<file path="src/rtl/time_set_ctrl.sv">
// Time/date/alarm setting controller. Button presses edit shadow copies of
// the running time, date and alarm; a completed time/date edit is handed to
// the timekeeping datapath with a one-cycle load strobe.
module time_set_ctrl #(
    parameter int TIMEOUT_TICKS = 10000
) (
    input  logic        clk,
    input  logic        resetn,
    input  logic        tick,
    input  logic        btn_set,
    input  logic        btn_alarm,
    input  logic        btn_next,
    input  logic        btn_up,
    input  logic        btn_down,
    input  logic [17:0] cur_time,
    input  logic [15:0] cur_date,
    input  logic [16:0] cur_alarm,
    output logic        mode,
    output logic        mode_state,
    output logic        setting,
    output logic [17:0] set_time,
    output logic [15:0] set_date,
    output logic [16:0] set_alarm,
    output logic [2:0]  field
);

    typedef enum logic [1:0] {IDLE, EDIT_TD, EDIT_AL, COMMIT} state_t;

    localparam logic [2:0] FIELD_HOUR  = 3'd0;
    localparam logic [2:0] FIELD_MIN   = 3'd1;
    localparam logic [2:0] FIELD_SEC   = 3'd2;
    localparam logic [2:0] FIELD_YEAR  = 3'd3;
    localparam logic [2:0] FIELD_MONTH = 3'd4;
    localparam logic [2:0] FIELD_DAY   = 3'd5;
    localparam logic [2:0] FIELD_NONE  = 3'd7;

    localparam int               CNT_W    = $clog2(TIMEOUT_TICKS + 1);
    localparam logic [CNT_W-1:0] CNT_LAST = CNT_W'(TIMEOUT_TICKS - 1);

    // Step a field by one inside [lo, hi], wrapping at both ends.
    function automatic logic [6:0] wrap_step(input logic [6:0] value, input logic [6:0] lo,
                                             input logic [6:0] hi, input logic up);
        logic [6:0] res;
        if (up) res = (value >= hi) ? lo : value + 7'd1;
        else    res = (value <= lo) ? hi : value - 7'd1;
        return res;
    endfunction

    // Days in month; leap years are the years divisible by four (00..99).
    function automatic logic [4:0] days_in_month(input logic [3:0] month, input logic [6:0] year);
        logic [4:0] dim;
        case (month)
            4'd4, 4'd6, 4'd9, 4'd11: dim = 5'd30;
            4'd2:                    dim = (year[1:0] == 2'b00) ? 5'd29 : 5'd28;
            default:                 dim = 5'd31;
        endcase
        return dim;
    endfunction

    state_t           state, state_nx;
    logic [CNT_W-1:0] cnt, cnt_nx;
    logic [2:0]       field_nx;
    logic             mode_nx, mode_state_nx, setting_nx;
    logic [17:0]      set_time_nx;
    logic [15:0]      set_date_nx;
    logic [16:0]      set_alarm_nx;
    logic             step_en, any_btn;
    logic [6:0]       val;
    logic [4:0]       dim;

    // Next state, field edits, inactivity timeout and next output values.
    always_comb begin
        // NOTE: every variable gets a default before any branch, so no path can infer a latch.
        state_nx     = state;
        cnt_nx       = cnt;
        field_nx     = field;
        set_time_nx  = set_time;
        set_date_nx  = set_date;
        set_alarm_nx = set_alarm;
        val          = '0;
        dim          = '0;
        step_en      = btn_up ^ btn_down;   // both at once cancel out
        any_btn      = btn_set | btn_alarm | btn_next | btn_up | btn_down;

        case (state)
            IDLE: begin
                cnt_nx = '0;
                if (btn_set) begin
                    state_nx    = EDIT_TD;
                    field_nx    = FIELD_HOUR;
                    set_time_nx = cur_time;
                    set_date_nx = cur_date;
                end else if (btn_alarm) begin
                    state_nx     = EDIT_AL;
                    field_nx     = FIELD_HOUR;
                    set_alarm_nx = cur_alarm;
                end
            end
            EDIT_TD, EDIT_AL: begin
                if (btn_set || btn_alarm) begin
                    state_nx = IDLE;                  // cancel, no load strobe
                end else if (btn_next) begin
                    if (state == EDIT_TD && field == FIELD_DAY)      state_nx = COMMIT;
                    else if (state == EDIT_AL && field == FIELD_SEC) state_nx = IDLE;
                    else                                             field_nx = field + 3'd1;
                end else if (step_en) begin
                    if (state == EDIT_AL) begin
                        case (field)
                            FIELD_HOUR: begin
                                val = wrap_step({2'b0, set_alarm[16:12]}, 7'd0, 7'd23, btn_up);
                                set_alarm_nx[16:12] = val[4:0];
                            end
                            FIELD_MIN: begin
                                val = wrap_step({1'b0, set_alarm[11:6]}, 7'd0, 7'd59, btn_up);
                                set_alarm_nx[11:6] = val[5:0];
                            end
                            default: begin
                                val = wrap_step({1'b0, set_alarm[5:0]}, 7'd0, 7'd59, btn_up);
                                set_alarm_nx[5:0] = val[5:0];
                            end
                        endcase
                    end else begin
                        case (field)
                            FIELD_HOUR: begin
                                val = wrap_step({2'b0, set_time[16:12]}, 7'd0, 7'd23, btn_up);
                                set_time_nx[16:12] = val[4:0];
                                set_time_nx[17]    = (val >= 7'd12);   // meridian tracks hour
                            end
                            FIELD_MIN: begin
                                val = wrap_step({1'b0, set_time[11:6]}, 7'd0, 7'd59, btn_up);
                                set_time_nx[11:6] = val[5:0];
                            end
                            FIELD_SEC: begin
                                val = wrap_step({1'b0, set_time[5:0]}, 7'd0, 7'd59, btn_up);
                                set_time_nx[5:0] = val[5:0];
                            end
                            FIELD_YEAR: begin
                                val = wrap_step(set_date[15:9], 7'd0, 7'd99, btn_up);
                                dim = days_in_month(set_date[8:5], val);
                                set_date_nx[15:9] = val;
                                if (set_date[4:0] > dim) set_date_nx[4:0] = dim;
                            end
                            FIELD_MONTH: begin
                                val = wrap_step({3'b0, set_date[8:5]}, 7'd1, 7'd12, btn_up);
                                dim = days_in_month(val[3:0], set_date[15:9]);
                                set_date_nx[8:5] = val[3:0];
                                if (set_date[4:0] > dim) set_date_nx[4:0] = dim;
                            end
                            default: begin
                                dim = days_in_month(set_date[8:5], set_date[15:9]);
                                val = wrap_step({2'b0, set_date[4:0]}, 7'd1, {2'b0, dim}, btn_up);
                                set_date_nx[4:0] = val[4:0];
                            end
                        endcase
                    end
                end else if (tick) begin
                    if (cnt == CNT_LAST) state_nx = IDLE;   // abandoned edit
                    else                 cnt_nx   = cnt + CNT_W'(1);
                end
                if (any_btn) cnt_nx = '0;
            end
            default: state_nx = IDLE;                     // COMMIT lasts one cycle, buttons ignored
        endcase

        if (state_nx == IDLE) begin
            field_nx = FIELD_NONE;
            cnt_nx   = '0;
        end
        mode_nx       = (state_nx != IDLE);
        mode_state_nx = (state_nx == EDIT_AL);
        setting_nx    = (state_nx == COMMIT);
    end

    // State register, registered outputs and edit shadow registers.
    always_ff @(posedge clk or negedge resetn) begin
        if (!resetn) begin
            state      <= IDLE;
            cnt        <= '0;
            field      <= FIELD_NONE;
            mode       <= 1'b0;
            mode_state <= 1'b0;
            setting    <= 1'b0;
            set_time   <= '0;
            set_date   <= {7'd16, 4'd1, 5'd1};
            set_alarm  <= '0;
        end else begin
            // NOTE: non-blocking so every register samples pre-edge values.
            state      <= state_nx;
            cnt        <= cnt_nx;
            field      <= field_nx;
            mode       <= mode_nx;
            mode_state <= mode_state_nx;
            setting    <= setting_nx;
            set_time   <= set_time_nx;
            set_date   <= set_date_nx;
            set_alarm  <= set_alarm_nx;
        end
    end

endmodule

</file>
<file path="config.mk">
export PLATFORM = sky130hd
export DESIGN_NAME = time_set_ctrl
export DESIGN_NICKNAME = d
export VERILOG_FILES = /design/src/rtl/time_set_ctrl.sv
export SDC_FILE = /design/constraint.sdc
export NUM_CORES = 1
export LEC_CHECK = 0
export CAP_MARGIN = 20
export CORE_MARGIN = 2
export CORE_UTILIZATION = 54
export CTS_BUF_LIST = sky130_fd_sc_hd__clkbuf_16
export CTS_CLUSTER_DIAMETER = 120
export DETAILED_ROUTE_END_ITERATION = 6
export MAX_ROUTING_LAYER = met4
export PLACE_DENSITY = 0.91
export SYNTH_ARGS = -nofsm -noshare
export SYNTH_HDL_FRONTEND = slang
export SYNTH_SLANG_ARGS = --single-unit
</file>
<file path="constraint.sdc">
create_clock -name clk -period 4 [get_ports clk]
set_clock_uncertainty 0.1 [all_clocks]
set_input_delay 0.4 -clock clk [delete_from_list [all_inputs] [get_ports clk]]
set_output_delay 0.4 -clock clk [all_outputs]
set_load 0.01 [all_outputs]
</file>
=== Word level (Yosys, flattened, before mapping) ===
Cells that the tools add are included.
Widths: inputs -> output; s select.

* Word-level logic and storage cells: 260
* Output and inout port bits: 57
* Register bits: 73
* Input port bits: 59

* Bitwise operators: 5
* $lt $le $gt $ge: 21
* Multiplexer cells: 124
* Equal/unequal tests: 47
* $add $sub $neg: 20
* Reduce and logical (&&, ||, !) cells: 28

{| class="wikitable"
|+ Operator list
! kind !! count
|-
| $mux 5 || 27
|-
| $mux 7 || 18
|-
| $mux 6 || 18
|-
| $mux 17 || 6
|-
| $mux 14 || 7
|-
| $mux 18 || 5
|-
| $mux 16 || 5
|-
| $mux 4 || 10
|-
| $pmux 18 s2 || 1
|-
| $reduce_and 7->1 || 5
|-
| $pmux 17 s2 || 1
|-
| $pmux 16 s2 || 1
|-
| $pmux 14 s2 || 1
|-
| $add 6x1->6 const B || 4
|-
| $ge 6x6->1 const B || 4
|-
| $le 6x1->1 const B || 4
|-
| $ne 4x4->1 const B || 6
|-
| $reduce_and 8->1 || 3
|-
| $sub 6x1->6 const B || 4
|-
| $ne 2x2->1 const B || 11
|-
| $mux 3 || 7
|-
| $mux 2 || 9
|-
| $ne 3x3->1 const B || 6
|-
| $eq 4x3->1 const B || 4
|-
| other kinds (46) || 78
|}

=== Longest topological paths before layout ===
* Depth in word-level cells: 26
* Gate-level depth with buffers: 17
* Mapped depth without buffers: 16

=== Least setup slack after synthesis ===
OpenSTA, ideal clock, no wires.

* Path type: register -> register
* Start point: register set_date[5]
* End point: register set_date[2]
* Data arrival time: 2803 ps
* Data required time: 3765 ps
* Buffers on the path: 1
* Clock period less this slack: 3038 ps
* Slack: 962 ps
* Library setup time: 135 ps
* Cell stages (with the launch flop): 16
* Cells stage by stage: dfstp_2 inv_1 ha_1 nor2_1 o21ai_0 a22oi_1 o21a_1 nor2_1 nor2_1 ha_1 a211oi_1 o2111ai_1 a21o_1 clkbuf_1 o21ai_0 o21ai_0

* Longest elaborated chain between the ends: 21
* Elaborated cells on any way between the ends: 60
* Classes of those cells: add/sub: 2; order compare: 5; eq/ne: 12; mux: 38; reduce/logical: 3

{| class="wikitable"
|+ RTL lines
! item !! line !! text
|-
| start: declaration || 22 || <nowiki>output logic [15:0] set_date,</nowiki>
|-
| start signal: assignment || 184 || <nowiki>set_date <= {7'd16, 4'd1, 5'd1};</nowiki>
|-
| start signal: assignment || 195 || <nowiki>set_date <= set_date_nx;</nowiki>
|-
| $sub 4x1->4 (tied with other cells) || 45 || <nowiki>else res = (value <= lo) ? hi : value - 7'd1;</nowiki>
|-
| $mux 4, on equally long branches || 45, 44 ||
|-
| $mux 4 || 44 || <nowiki>if (up) res = (value >= hi) ? lo : value + 7'd1;</nowiki>
|-
| $mux 4 || 123 || <nowiki>case (field)</nowiki>
|-
| $mux 4 || 107 || <nowiki>if (state == EDIT_AL) begin</nowiki>
|-
| $mux 4 || 106 || <nowiki>end else if (step_en) begin</nowiki>
|-
| $mux 4 || 102 || <nowiki>end else if (btn_next) begin</nowiki>
|-
| $mux 4 || 100 || <nowiki>if (btn_set || btn_alarm) begin</nowiki>
|-
| (+5 left out) || n/a ||
|-
| $mux 5 || 107 ||
|-
| $mux 5 || 106 ||
|-
| $mux 5 || 102 ||
|-
| $mux 5 || 100 ||
|-
| $mux 5 || 85 || <nowiki>case (state)</nowiki>
|-
| $gt 5x5->1 || 147 || <nowiki>if (set_date[4:0] > dim) set_date_nx[4:0] = dim;</nowiki>
|-
| $ne 3x3->1 (no source line) || n/a ||
|-
| $reduce_and 9->1 (no source line) || n/a ||
|}

Parallel ways exist; a longest one is shown, timed or not. The select of a mux whose other input is x is not followed.
A chain may end at the register's enable or synchronous reset.

=== Final worst setup path ===
Ends and elaborated chain as after synthesis.

==> flow_summary.ini <==
[sta]
max_freq_mhz = 300
timing.final.ws_setup_ns = 0.661
fin_crit_sh_pct = 83.5
rsz0062_at_grt = no
slew_headroom_pct = 36.2
tns_ns = 0
fin_crit_ns = 3.34
worst_pin_slew_ns = 0.957
slew_violations = 0
hold_viol_final = 0
setup_viol_count_final = 0

[clock_network]
holdBufCountCts = 0
insertion_delay_ns = 0.35
clkSlewWorstSetupHoldPaths_ns = 0.06
cts_sinks = 73
post_cts_buffers = 0
cts_root_buf = clkbuf_16
cts_buffers = 9
cts_tree = done
htreeDepth = 3
clk_path_buf_depth = 2
postCtsResizedCells = 0

[floorplan]
die_area_sq_mm = 0.0126
ioPinCount = 116
die_h_um = 112
initial_utilization_pct = 55.3
placeableCoreArea_sq_mm = 0.0114
die_width_um = 112
rows = 39

[critical_path]
worstPathArrival_ns = 3.46
path_cells = inv_1, ha_1, nor2_1, o21ai_0, a22oi_1, nor3b_1, ha_1, a211oi_1, o2111ai_1, a21o_1, o21ai_0, o21ai_0
slowest_stage = dfstp_2
cpMostUsedCell = o21ai_0
start_kind = flip-flop
path_max_fanout = 10
crit_type = flip-flop to flip-flop
critPathRequiredTime_ns = 4.12
max_stage_delay_ns = 0.59
end_kind = flip-flop

[global_route]
use_met2_pct = 41.6
grt_pass1_vias = 5773
grt_max_degree = 74
top_usage_layer = met2
grt_pass1_wl_um = 27400
antenna_found_initial = 0
grt_overflow = 0
gr-usage-met1_pct = 36.3
grt.total_usage_pct = 27.1
use_met3_pct = 4.59

[power]
ir_drop_mv = 0.469
p_per_area_mw_per_mm2 = 821
p_leak_nw = 3.12

[placement]
io_buffers = 115
dp_slack_ns = 0.773
dp.cells = 1033
place_hpwl_um = 11600
place.gp.congestion = 0.947

[synth]
yosys.area.top_type_share_pct = 26.6
yosys_warnings = 0
synth-seq-cells = 73
synth_nets = 925
synthesis.area_sq_mm = 0.00631
avgSynthCellArea_sq_um = 7.63
synth_edf_count = 0
synth_cells = 828
yosys.cell_count.top_type = nand2_1
synthTopCellsByCount = 95 x nand2_1, 91 x o21ai_0, 79 x nor2_1
yosysTopAreaCell = dfrtp_1
synthArstFlopShare_pct = 100
ys_top_cells_by_area = dfrtp_1 27%, ha_1 7.5%, o21ai_0 7.2%
synthDistinctLibCells = 70
synthFlopType = dfrtp_1
seq_area_frac_synth_pct = 29.1

[drt]
detail-route-antenna-nets = 0
drt-vias-per-instance = 6.13
wire_per_inst_um = 16.1
drcViolationCount = 0
drt_first_pass_iters = 5
wl_um = 16900
detailroute.via_count = 6430
drtIter0Drc = 804

[layout]
instances_no_fill = 1049
drive_gt1_share_pct = 4.86
n_antenna_cell = 0
final.fill_count = 946
nNetsFinal = 998
syn_to_final_growth_pct = 22.3

[worst_hold_path]
hold_path_class = input port to asynchronous set/reset pin

[job]
drv_cap = 0

[outcome]
outcome = finished, final reports clean
## worst max-delay path: cells and delay by family, from the launching register on
kind                       cells  cell delay [ns]
AOI/OAI and AO/OA              7             1.39
DFF                            1             0.59
adders and majority gates      2             0.57
and+or+nand+nor                2             0.43
buffers and inverters          1             0.13
## registers in the layout (all words and copies together) (netlist names)
| register | flops |
|---|---|
| field | 3 |
| cnt | 14 |
| set_alarm | 17 |
| state | 2 |
| mode_state | 1 |
| mode | 1 |
| setting | 1 |
| set_time | 18 |
| set_date | 16 |
## worst paths after layout
kind / start / cells past startpoint / slack, ns / to
max: set_date[5] / 12 / 0.66 / set_date[2]
min: resetn / 1 / 0.09 / cnt[5]
max reg2reg: set_date[5] / 12 / 0.66 / set_date[2]
min reg2reg: set_date[13] / 2 / 0.44 / set_date[13]
max in group asynchronous: resetn / 1 / 3.08 / set_alarm[11]
min in group clk: set_date[13] / 2 / 0.44 / set_date[13]
## metal layers
| metal | vias up | wire, um |
|---|---|---|
| met5 | - | 0 |
| met4 | 0 | 363 |
| met3 | 37 | 907 |
| met2 | 243 | 7830 |
| met1 | 3003 | 7770 |
| li1 | 3147 | - |
## stage by stage
step / total power [mW] / util (%) / instance area, sq um / hold slack [ns]
after detailed placement: 5.48 / 65.2 / 7440 / 0.426
final: 6.34 / 67.6 / 7720 / 0.0895
after global routing: 6.88 / 67.6 / 7720 / 0.205
after floorplan: 4.28 / - / 6310 / 0.00441
after CTS: 6.31 / 67.6 / 7720 / 0.142
after global placement: 5.36 / 65.2 / 7440 / 0.423
## placed cells by master, fill, tap and decap left out, types with 9 or more instances in the layout
cell type        synthesis  layout
clkdlybuf4s50_1          0     113
nand2_1                 95      95
o21ai_0                 91      91
nor2_1                  79      79
a21oi_1                 71      71
dfrtp_1                 67      67
ha_1                    38      37
inv_1                   34      36
nand3_1                 30      30
nor3_1                  20      20
o211ai_1                18      18
xnor2_1                 17      17
xor2_1                  17      17
a211oi_1                12      12
o21a_1                  11      11
o31ai_1                 11      11
a31oi_1                 10      10
mux2i_1                 10      10
a21o_1                  10      10
and3_1                   9       9
clkbuf_16                0       9
## report_power, final
group	total, mW	leakage [nW]	switching [mW]	internal, mW
logic	3.84	2.08	2.12	1.73
clock network	0.803	0.141	0.330	0.472
registers	1.69	0.904	0.643	1.05
total	6.34	3.12	3.09	3.25
## cell type report
| cell class | count | area (sq um) | share of cell area [%] |
|---|---|---|---|
| well taps | 143 | 179 | 2.32 |
| repair buffers | 120 | 1180 | 15.3 |
| clock buffers | 9 | 225 | 2.92 |
| inverters | 35 | 131 | 1.70 |
| clock inverters | 7 | 56.3 | 0.729 |
| flip-flops and latches | 73 | 1830 | 23.8 |
| multi-input cells | 662 | 4120 | 53.3 |
## cell families after synthesis
| kind of cell | after synthesis | share of synthesized area (%) |
|---|---|---|
| adder cells (fa/ha/maj) | 38 | 7.53 |
| AO/OA/AOI/OAI | 287 | 29.0 |
| XOR/XNOR | 34 | 4.72 |
| flip-flops | 73 | 29.1 |
| AND/OR/NAND/NOR | 290 | 21.8 |
| buffers and inverters | 93 | 5.81 |
| multiplexers | 13 | 2.12 |
Power figures use the tool's default switching activity.
